$ cat src/rtl/dpm_pkg.sv
// Shared definitions for the byte serializer: state encoding, defaults, width helper.
package dpm_pkg;

  typedef enum logic {
    ST_IDLE  = 1'b0,
    ST_SHIFT = 1'b1
  } state_e;

  localparam int unsigned DEF_DATA_WIDTH = 8;
  localparam int unsigned DEF_BIT_PERIOD = 1;

  // Counter width able to hold 0..n-1, never narrower than one bit.
  function automatic int unsigned clog2_min1(input int unsigned n);
    return (n > 1) ? $clog2(n) : 1;
  endfunction

endpackage

$ cat src/rtl/bit_period_counter.sv
// Counts clocks within one serial bit; o_tick marks the final cycle of each period.
module bit_period_counter
  import dpm_pkg::*;
#(
  parameter int unsigned PERIOD = DEF_BIT_PERIOD
) (
  input  logic i_clk,
  input  logic i_rst_n,
  input  logic i_restart,
  output logic o_tick
);

  localparam int unsigned CW = clog2_min1(PERIOD);
  localparam logic [CW-1:0] LAST = CW'(PERIOD - 1);

  logic [CW-1:0] cnt;

  // Free-running modulo-PERIOD count, forced to zero by restart or reset.
  always_ff @(posedge i_clk) begin
    if (!i_rst_n || i_restart) begin
      cnt <= '0;
    end else if (cnt == LAST) begin
      cnt <= '0;
    end else begin
      cnt <= cnt + CW'(1);
    end
  end

  assign o_tick = (cnt == LAST);

endmodule

$ cat src/rtl/byte_serializer.sv
// Parallel-to-serial converter with one-word holding register and gap-free back-to-back words.
module byte_serializer
  import dpm_pkg::*;
#(
  parameter int unsigned DATA_WIDTH = DEF_DATA_WIDTH,
  parameter int unsigned MSB_FIRST  = 1,
  parameter int unsigned BIT_PERIOD = DEF_BIT_PERIOD
) (
  input  logic                  i_clk,
  input  logic                  i_rst_n,
  input  logic [DATA_WIDTH-1:0] i_data,
  input  logic                  i_valid,
  output logic                  o_ready,
  output logic                  o_sdata,
  output logic                  o_bit_valid,
  output logic                  o_frame,
  output logic                  o_busy
);

  localparam int unsigned BCW = clog2_min1(DATA_WIDTH);
  localparam logic [BCW-1:0] LAST_BIT = BCW'(DATA_WIDTH - 1);

  state_e                state;
  logic [DATA_WIDTH-1:0] shreg;
  logic [DATA_WIDTH-1:0] hold;
  logic                  hold_full;
  logic [BCW-1:0]        bit_cnt;

  logic                  tick_c;
  logic                  restart_c;
  logic                  accept_c;
  logic                  last_c;
  logic                  load_c;
  logic [DATA_WIDTH-1:0] load_word_c;
  logic                  hold_wr_c;
  logic                  hold_full_nxt_c;
  logic                  shift_nxt_c;

  // Bit that leaves the shifter first for a given word.
  function automatic logic first_bit(input logic [DATA_WIDTH-1:0] w);
    return (MSB_FIRST != 0) ? w[DATA_WIDTH-1] : w[0];
  endfunction

  // Word after removing the bit that was just sent.
  function automatic logic [DATA_WIDTH-1:0] shift_one(input logic [DATA_WIDTH-1:0] w);
    return (MSB_FIRST != 0) ? {w[DATA_WIDTH-2:0], 1'b0} : {1'b0, w[DATA_WIDTH-1:1]};
  endfunction

  // Counter is parked at zero while idle so a bypass load starts a fresh period.
  assign restart_c = (state == ST_IDLE);

  bit_period_counter #(
    .PERIOD (BIT_PERIOD)
  ) u_period (
    .i_clk     (i_clk),
    .i_rst_n   (i_rst_n),
    .i_restart (restart_c),
    .o_tick    (tick_c)
  );

  // Decide where a new word comes from and what happens to the holding register.
  always_comb begin
    accept_c        = i_valid & o_ready;
    last_c          = (state == ST_SHIFT) & tick_c & (bit_cnt == LAST_BIT);
    load_c          = 1'b0;
    load_word_c     = i_data;
    hold_wr_c       = 1'b0;
    hold_full_nxt_c = hold_full;
    shift_nxt_c     = (state == ST_SHIFT);
    if (state == ST_IDLE) begin
      if (accept_c) begin
        load_c      = 1'b1;
        shift_nxt_c = 1'b1;
      end
    end else if (last_c) begin
      if (hold_full) begin
        load_c          = 1'b1;
        load_word_c     = hold;
        hold_wr_c       = accept_c;
        hold_full_nxt_c = accept_c;
      end else if (accept_c) begin
        load_c = 1'b1;
      end else begin
        shift_nxt_c = 1'b0;
      end
    end else if (accept_c) begin
      hold_wr_c       = 1'b1;
      hold_full_nxt_c = 1'b1;
    end
  end

  // Shifter FSM, holding register and all registered outputs.
  always_ff @(posedge i_clk) begin
    if (!i_rst_n) begin
      state       <= ST_IDLE;
      shreg       <= '0;
      hold        <= '0;
      hold_full   <= 1'b0;
      bit_cnt     <= '0;
      o_ready     <= 1'b0;
      o_sdata     <= 1'b0;
      o_bit_valid <= 1'b0;
      o_frame     <= 1'b0;
      o_busy      <= 1'b0;
    end else begin
      hold_full <= hold_full_nxt_c;
      o_ready   <= ~hold_full_nxt_c;
      o_busy    <= shift_nxt_c | hold_full_nxt_c;
      if (hold_wr_c) begin
        hold <= i_data;
      end
      if (load_c) begin
        state       <= ST_SHIFT;
        bit_cnt     <= '0;
        shreg       <= shift_one(load_word_c);
        o_sdata     <= first_bit(load_word_c);
        o_bit_valid <= 1'b1;
        o_frame     <= 1'b1;
      end else if (state == ST_SHIFT && tick_c) begin
        if (last_c) begin
          state       <= ST_IDLE;
          bit_cnt     <= '0;
          o_sdata     <= 1'b0;
          o_bit_valid <= 1'b0;
          o_frame     <= 1'b0;
        end else begin
          bit_cnt <= bit_cnt + BCW'(1);
          shreg   <= shift_one(shreg);
          o_sdata <= first_bit(shreg);
          o_frame <= 1'b0;
        end
      end
    end
  end

endmodule

$ cat config.mk
export PLATFORM = sky130hd
export DESIGN_NAME = byte_serializer
export DESIGN_NICKNAME = d
export VERILOG_FILES = /design/src/rtl/dpm_pkg.sv /design/src/rtl/bit_period_counter.sv /design/src/rtl/byte_serializer.sv
export SDC_FILE = /design/constraint.sdc
export NUM_CORES = 1
export LEC_CHECK = 0
export CORE_AREA = 2 2 59 61
export CTS_CLUSTER_SIZE = 12
export DETAILED_ROUTE_END_ITERATION = 10
export DIE_AREA = 0 0 61 63
export PLACE_DENSITY = 0.6
export SYNTH_ARGS = -nofsm -noshare
export SYNTH_HDL_FRONTEND = slang
export SYNTH_SLANG_ARGS = --single-unit
$ cat constraint.sdc
create_clock -name i_clk -period 2.55 [get_ports i_clk]
set_input_delay 0.51 -clock i_clk [delete_from_list [all_inputs] [get_ports i_clk]]
set_output_delay 0.51 -clock i_clk [all_outputs]
set_load 0.01 [all_outputs]
== Yosys cells after proc, flatten, opt, wreduce, memory -nomap -nowiden ==
Cells that the tools add are included.
Storage, ports and cells
  latch bits: 0
  input port bits: 11
  output and inout port bits: 5
  register bits after elaboration: 25
  logic and storage cells: 58
  RAM bits: 0
  memories kept: 0
  ROM bits: 0
Operators by class
  reductions and logical operators: 9
  mux-type cells: 27
  shifts and indexed selects: 0
  add/subtract/negate cells: 2
  divide/modulo/power cells: 0
  magnitude comparators: 0
  $mul: 0
  bitwise logic cells: 8
  equality and inequality tests: 2
Operator list (number)
  $mux W8: 6
  $mux W1: 20
  $not A1 Y1: 4
  $reduce_and A2 Y1: 2
  $reduce_bool A2 Y1: 2
  $reduce_or A2 Y1: 2
  $add A3 B1 Y3 const B: 1
  $and A1 B1 Y1: 3
  $eq A3 B3 Y1 const B: 1
  $mux W3: 1
  $ne A2 B1 Y1 const B: 1
  $add A1 B1 Y1 const B: 1
  $logic_and A1 B1 Y1: 1
  $logic_not A1 Y1: 1
  $logic_or A1 B1 Y1: 1
  $or A1 B1 Y1: 1

== Depth between registers and ports, before layout ==
Gate-level depths: netlist of run 1.
  depth after elaboration: 7
  depth in mapped cells: 7
  gate-level depth less buffers: 6

== Hierarchy ==
A second synthesis of run 1 with hierarchy kept.
Second synthesis, totals
  cells, all modules: 130
  area, all modules: 1218.7 um^2
Modules (own cells, without submodules)
  byte_serializer: instances 1, area an instance 1191.1 um^2, cells each 127
  bit_period_counter: instances 1, area an instance 27.5 um^2, cells each 3

== Least setup slack after synthesis of run 1 ==
Ideal clock, no wire load.
  path kind: reg2reg
  start point: register bit_cnt[0]
  end point: register shreg[3]
  period minus slack after synthesis: 1764 ps
  cell stages (with the launch flop): 7
  path buffers: 1
  slack: 786 ps
  data required time: 2428 ps
  arrival time: 1642 ps
  setup time: 122 ps
  cells stage by stage: dfxtp_1 ha_1 ha_1 buf_4 nand4b_4 mux2_2 a311o_1
Between the ends
  word-level cells in the longest chain between the ends: 6
  elaborated cells on any way between the ends: 10
  those cells by class: 2 x eq/ne; 5 x mux; 1 x bitwise; 2 x reduce/logical
RTL lines
  from (decl): RTL line byte_serializer.sv:27  | logic [BCW-1:0] bit_cnt;
  from (signal assigned): RTL line byte_serializer.sv:127  | bit_cnt <= bit_cnt + BCW'(1);
  $eq A3 B3 Y1 *: RTL line byte_serializer.sv:64  | last_c = (state == ST_SHIFT) & tick_c & (bit_cnt == LAST_BIT);
  $and A1 B1 Y1 *: RTL line byte_serializer.sv:64
  $mux W1: RTL line byte_serializer.sv:75  | end else if (last_c) begin
  $mux W1: RTL line byte_serializer.sv:70  | if (state == ST_IDLE) begin
  $ne A2 B1 Y1 (no line) / $reduce_bool A2 Y1 (equally long branches)
  $reduce_and A2 Y1 (no line)
  to (signal assigned): RTL line byte_serializer.sv:115  | shreg <= shift_one(load_word_c);
  to (signal assigned): RTL line byte_serializer.sv:128  | shreg <= shift_one(shreg);
  to (decl): RTL line byte_serializer.sv:24  | logic [DATA_WIDTH-1:0] shreg;
Mark *: on every way between the ends. The rest lies on a longest branch, timed or not.
A chain may end at the register's enable or synchronous reset.

==> results of run 1 <==
-- cell type report --
class	instances	area [um2]
Timing Repair Buffer	16	158
Sequential cell	25	500
Fill cell	331	1800
Inverter	2	10.0
Tap cell	46	57.6
Multi-Input combinational cell	95	681
Clock buffer	4	26.3
-- worst max-delay path by stage --
| stage | start | to | slack [ns] | cells after the start |
|---|---|---|---|---|
| finish | state$_SDFFE_PN0P_ | o_bit_valid | 0.34 | 1 |
| global route | state$_SDFFE_PN0P_ | o_bit_valid | 0.23 | 1 |
| CTS | state$_SDFFE_PN0P_ | o_bit_valid | 0.33 | 1 |
| detailed placement | i_rst_n | shreg[2]$_SDFFE_PN0P_ | 0.45 | 5 |
| global placement | i_rst_n | o_sdata$_SDFFE_PN0P_ | 0.51 | 5 |
| floorplan | bit_cnt[0]$_SDFFE_PP0P_ | shreg[3]$_SDFFE_PN0P_ | 0.79 | 6 |
-- state kept, by name, indices dropped and copies added (netlist names) --
signal / flops
hold: 8
shreg: 7
bit_cnt: 3
hold_full: 1
o_busy: 1
o_frame: 1
o_ready: 1
o_sdata: 1
state: 1
u_period.cnt: 1
-- report_power, final --
part           switching, mW  internal [mW]  total [mW]
Clock                  0.117         0.0612       0.178
Sequential            0.0262          0.414       0.440
Combinational         0.0778         0.0747       0.153
Total                  0.221          0.550       0.771
-- placed cells by master (no fill, tap or decap), types with 3 or more instances in the layout --
master            n
and2_1            3
mux2i_1          12
clkdlybuf4s50_1  15
clkbuf_4          3
nor3_1            3
nand2_1          13
dfxtp_1          25
mux2_2            5
a21oi_1           8
nand4_1           3
nor4_1            4
nor2_1           15
-- metrics by stage --
step / cell area (um2) / cells / hold WS (ns) / util [%] / power [mW]
detailed placement: 1410 / 184 / 0.451 / 43.5 / 0.603
floorplan: 1240 / 129 / 0.457 / - / 0.547
finish: 1430 / 188 / 0.468 / 44.3 / 0.771
global route: 1430 / 188 / 0.502 / 44.3 / 0.810
CTS: 1430 / 188 / 0.469 / 44.3 / 0.774
global placement: 1410 / 184 / 0.447 / 43.5 / 0.597
-- cell families after synthesis --
family,after synthesis,synth area share [%]
adder cells (fa/ha/maj),2,2.02
AND/OR/NAND/NOR,48,20.7
multiplexers,17,14.3
buffers and inverters,9,4.45
other,1,0.303
AO/OA/AOI/OAI,27,17.7
flip-flops,25,40.5
-- worst reg2reg max path, stage by stage, from the launching register on --
cell	delay [ns]
dfxtp_1	0.37
ha_1	0.15
ha_1	0.44
nand4b_4	0.27
mux2_2	0.35
a311o_1	0.35
-- metal layers --
layer / vias to the layer above / GRT usage (%) / share of wire, %
met5: - / 0 / 0
li1: 493 / - / -
met1: 473 / 17.2 / 44
met3: 5 / 2.48 / 4.2
met4: 0 / 4.89 / 1.5
met2: 23 / 23.8 / 51
==> results.rst, run 1 <==
.. list-table::
   :header-rows: 1

   * - Metric
     - Value
   * - Run status
     - completed
   * - Clock transition at path regs
     - 0.13 ns
   * - CTS Hold Buffers Added
     - 0
   * - Routed wire length
     - 2410 um
   * - Netlist cell types
     - 38
   * - Setup WS pre-CTS
     - 0.453 ns
   * - Worst slew margin relative to its limit
     - ~60%
   * - Number of standard cells after synthesis
     - 129
   * - Category of the critical setup timing path
     - reg -> out
   * - Initial core utilization
     - 38.3%
   * - Period utilization
     - 86.7%
   * - Width of the die
     - 61 um
   * - First drt pass iteration count
     - 4
   * - Area of the die
     - 0.00384 mm2
   * - Crit path DAT
     - 1.70 ns
   * - Maximum fanout count along the critical path
     - 14
   * - Buffer count from post-CTS setup fixing
     - 0
   * - Average footprint of a synthesized cell
     - 9.58 um2
   * - Setup TNS Final
     - 0 ns
   * - Sequential-to-total area share from yosys stat
     - 40.5%
   * - Max-slew violation count
     - 0
   * - Largest incremental delay on the critical path
     - approximately 0.73 ns
   * - DR iter-0 viols
     - 43
   * - Net count of the mapped netlist
     - 142
   * - Worst IR Drop VDD
     - 235 uV
   * - Final #Nets
     - 156
   * - Root buffer cell
     - clkbuf_4
   * - Vias
     - 994
   * - Critical Path, Cell by Cell
     - clkdlybuf4s50_1
   * - Required arrival time at the worst endpoint
     - 2.04 ns
   * - Total clock buffers created by CTS
     - 3
   * - Htree depth
     - 1
   * - Worst Tran Pin Value
     - 0.604 ns
   * - Core ar.
     - 0.00323 mm2
   * - Slowest library cell on the worst path
     - dfxtp_1
   * - Cell row count
     - 21
   * - Resized cells post-CTS
     - 0
   * - Final min period
     - 2.21 ns
   * - Yosys warnings
     - 0
   * - Source of the worst hold timing path
     - o_frame$_SDFFE_PN0P_
   * - P per Cell Area
     - between 500 and 600 mW/mm2
   * - Area Overhead vs Synth
     - 15.9%
   * - Half-perimeter wire length after detailed placement
     - 1820 um
   * - Total of max-cap violations
     - 0
   * - Post-Synthesis Cell Area
     - 0.00124 mm2
   * - Reg-to-reg critical path startpoint
     - bit_cnt[0]$_SDFFE_PP0P_
   * - Sink count of the clock tree
     - 25
   * - LEAKAGE
     - about 0.64 nW
   * - Fmax
     - 453 MHz
   * - Type of the worst min-delay path
     - reg -> reg
   * - Cell with the most instances after synthesis
     - dfxtp_1
   * - Critical path startpoint category
     - flop
   * - CP Capture Type
     - primary output
   * - Top-area cell type share of the netlist area
     - 40.5%
   * - RSZ-0062 raised after global routing
     - false
   * - Family with the most delay on the worst path
     - flip-flops
   * - Post-route ant nets
     - 0
   * - DR WL/cell
     - 12.8 um
   * - Slack of the worst reg-to-reg path
     - 0.52 ns
   * - Final Worst Setup Slack
     - 0.340 ns
   * - Global route total overflow
     - 0
   * - FF-to-FF path depth
     - 5
   * - Predominant post-synthesis flop cell
     - dfxtp_1
   * - Placer Congestion
     - 0.783
   * - Yosys top cell by area
     - dfxtp_1
   * - Vias in the first global route
     - roughly 940
   * - Worst clock skew on the final layout
     - 0.00318 ns
   * - Die boundary height
     - 63 um
   * - Final setup violation count
     - 0
   * - Number of buffers and inverters on the critical path
     - 1
   * - Number of enable-type register cells in the synthesized netlist
     - 0
   * - Commonest cells in the synthesized netlist
     - dfxtp_1, nor2_1, nand2_1, mux2i_1, a21oi_1
   * - Top-Level Pins
     - 16
   * - Clock Latency Late Sink
     - 0.32 ns
   * - Hold violation total from the final report
     - 0
   * - Per-cell via count in the routed design
     - 5.29
   * - Post-route DRC
     - 0
   * - Global-route wire length before repair
     - ~4000 um
   * - Port buffer count
     - 15
   * - Number of antenna violations at the first check in global routing
     - 0
   * - Hold Path Depth
     - 2
   * - Ranking of synthesized cells by area
     - dfxtp_1, mux2i_1, mux2_2
   * - Layout cell share with drive strength beyond 1
     - 10.6%
   * - Post-synthesis async set-or-reset flop share
     - 0%
   * - Endpoint of the worst hold path
     - o_frame$_SDFFE_PN0P_
   * - Clock tree from TritonCTS
     - yes
   * - Endpoint of the worst-slack reg-to-reg timing path
     - shreg[4]$_SDFFE_PN0P_
   * - Total GRT Usage
     - 14.0%
   * - Number of flip-flops and latches in the synthesized netlist
     - 25
   * - Maximum number of pins on one net before global-route repair
     - 15
   * - Number of buffers on the longest clock path
     - 2
   * - Inserted Diodes
     - 0
No activity file was read; power rests on OpenSTA's default activity.
==> run 2: changes to the inputs <==
--- a/config.mk
+++ b/config.mk
@@ -13,3 +13,4 @@
 export SYNTH_ARGS = -nofsm -noshare
 export SYNTH_HDL_FRONTEND = slang
 export SYNTH_SLANG_ARGS = --single-unit
+export TNS_END_PERCENT = 5
==> results of run 2 <==
Final layout, timing and power as in run 1 (identical DEF).
==> run 3: changes to the inputs <==
--- a/config.mk
+++ b/config.mk
@@ -13,4 +13,4 @@
 export SYNTH_ARGS = -nofsm -noshare
 export SYNTH_HDL_FRONTEND = slang
 export SYNTH_SLANG_ARGS = --single-unit
-export TNS_END_PERCENT = 5
+export TNS_END_PERCENT = 10
==> constraint.sdc (replaced) <==
create_clock -name i_clk -period 2.55 [get_ports i_clk]
set_input_delay 0.6375 -clock i_clk [delete_from_list [all_inputs] [get_ports i_clk]]
set_output_delay 0.6375 -clock i_clk [all_outputs]
set_load 0.01 [all_outputs]
==> run 3 against run 2 <==
- utilization grew 0.23 points
- non-clock buffer count grew 1
- sequential share of layout area down 0.18 points
- sequential power decreased by 2%
- hold slack got worse by 0.0046 ns
- clock power is essentially flat
- critical path depth grew 5
- final area increased by 0.52%
- global-route usage up 0.48 points
- combinational power rose by 6%
- power up 0.17%
- maximum frequency rose by 6.7%
- largest cell class unchanged
==> results.rst, run 3 (same netlist as run 1, synthesis figures left out) <==
.. list-table::
   :header-rows: 1

   * - Metric
     - Value
   * - Commonest non-fill, non-tap cells in the layout
     - dfxtp_1, nor2_1, clkdlybuf4s50_1
   * - Period utilization
     - 81.3%
   * - Sink count of the clock tree
     - 25
   * - Most common cell after layout, fill and taps aside
     - dfxtp_1
   * - Worst IR Drop VDD
     - 219 uV
   * - Half-perimeter wire length after detailed placement
     - roughly 1900 um
   * - Non-filler instance count after layout
     - around 190
   * - Setup WS pre-CTS
     - just under 0.3 ns
   * - Total power draw
     - 0.772 mW
   * - Largest registers
     - hold (8), shreg (7), bit_cnt (3)
   * - Final min period
     - 2.07 ns
   * - Final setup violation count
     - 0
   * - Area Overhead vs Synth
     - 16.5%
   * - Dpl cell area
     - between 0.001 and 0.0015 mm2
   * - Fmax
     - 483 MHz
   * - Cell row count
     - 21
   * - P per Cell Area
     - 536 mW/mm2
   * - Global-route wire length before repair
     - 4310 um
   * - Total of fill cells in the finished design
     - 325
   * - Core occupancy in the finished layout
     - 44.6%
   * - DR WL/cell
     - roughly 13 um
   * - Post-route ant nets
     - 0
   * - Dpl cells
     - 185
   * - Die boundary height
     - roughly 63 um
   * - Clock tree from TritonCTS
     - yes
   * - Width of the die
     - ~61 um
   * - Worst hold-check slack
     - 0.463 ns
   * - Required arrival time at the worst endpoint
     - 2.80 ns
   * - Crit path DAT
     - 2.33 ns
   * - LEAKAGE
     - 0.642 nW
   * - Type of the worst min-delay path
     - reg -> reg
   * - First drt pass iteration count
     - 4
   * - Number of antenna violations at the first check in global routing
     - 0
   * - Routed wire length
     - about 2500 um
   * - Reg-to-reg critical path startpoint
     - bit_cnt[0]$_SDFFE_PP0P_
   * - Buffer count from post-CTS setup fixing
     - 0
   * - Clock Latency Late Sink
     - 0.32 ns
   * - DR iter-0 viols
     - 43
   * - Per-cell via count in the routed design
     - 5.21
   * - Total clock buffers created by CTS
     - 3
   * - Final design instance area without fill
     - 0.00144 mm2
   * - Core ar.
     - 0.00323 mm2
   * - Max FFs per register
     - 8
   * - Global route total overflow
     - 0
   * - Setup TNS Final
     - 0 ns
   * - Register with the highest flop count
     - hold
   * - Resized cells post-CTS
     - 0
   * - Maximum fanout count along the critical path
     - 10
   * - Final Worst Setup Slack
     - 0.478 ns
   * - Total of max-cap violations
     - 0
   * - CP Launch Point
     - bit_cnt[0]$_SDFFE_PP0P_
   * - Category of the critical setup timing path
     - reg -> reg
   * - RSZ-0062 raised after global routing
     - false
   * - CTS Hold Buffers Added
     - 0
   * - Htree depth
     - 1
   * - Maximum number of pins on one net before global-route repair
     - 14
   * - Top-Level Pins
     - 16
   * - Hold violation total from the final report
     - 0
   * - Layout cell share with drive strength beyond 1
     - 11.2%
   * - Final #Nets
     - 157
   * - Area of the die
     - slightly below 0.004 mm2
   * - Clock transition at path regs
     - 0.13 ns
   * - Worst Tran Pin Value
     - between 0.5 and 0.6 ns
   * - Vias
     - 985
   * - Total GRT Usage
     - 14.5%
   * - Vias in the first global route
     - 1004
   * - Port buffer count
     - 15
   * - Root buffer cell
     - clkbuf_4
   * - Worst slew margin relative to its limit
     - 62.9%
   * - CP Capture Type
     - flop
   * - Critical path startpoint category
     - flop
   * - Placer Congestion
     - 0.768
   * - Number of buffers on the longest clock path
     - 2
   * - Inserted Diodes
     - 0
   * - Source of the worst hold timing path
     - o_frame$_SDFFE_PN0P_
   * - Max-slew violation count
     - 0
   * - Post-route DRC
     - 0
   * - Worst clock skew on the final layout
     - 0.00737 ns
   * - Run status
     - completed
   * - Initial core utilization
     - about two fifths
-- run 3: layout make-up --
| cell class | instances | area [um2] | share of cell area [%] |
|---|---|---|---|
| multi-input cells | 95 | 681 | 47.3 |
| flip-flops and latches | 25 | 500 | 34.8 |
| repair buffers | 17 | 165 | 11.5 |
| well taps | 46 | 57.6 | 4.00 |
| clock buffers | 4 | 26.3 | 1.82 |
| inverters | 2 | 10.0 | 0.695 |
-- run 3: power by group --
part,internal [mW],switching (mW)
sequential,0.414,0.0189
combinational,0.0768,0.0849
clock,0.0612,0.116
total,0.552,0.220
-- run 3: worst max-delay path: stages (launching register included) --
cell and delay [ns]:
dfxtp_1 0.38, ha_1 0.16, ha_1 0.46, nand2b_4 0.14
a221oi_2 0.56, nand4_1 0.20, o21ai_1 0.12
-- run 3: path summary, 6_finish.rpt --
check	to	slack [ns]	depth (start not counted)
max	o_sdata$_SDFFE_PN0P_	0.48	6
min	o_frame$_SDFFE_PN0P_	0.46	2
max reg2reg	o_sdata$_SDFFE_PN0P_	0.48	6
min reg2reg	o_frame$_SDFFE_PN0P_	0.46	2
-- run 3: routing by layer --
metal | vias up | part of all wire [%] | GRT usage [%] | wire [um]
met5 | - | 0 | 0 | 0
met3 | 6 | 2.7 | 2.48 | 66
met4 | 0 | 1.6 | 5.71 | 39
met2 | 16 | 49 | 24.5 | 1230
li1 | 496 | - | - | -
met1 | 467 | 46 | 17.6 | 1150
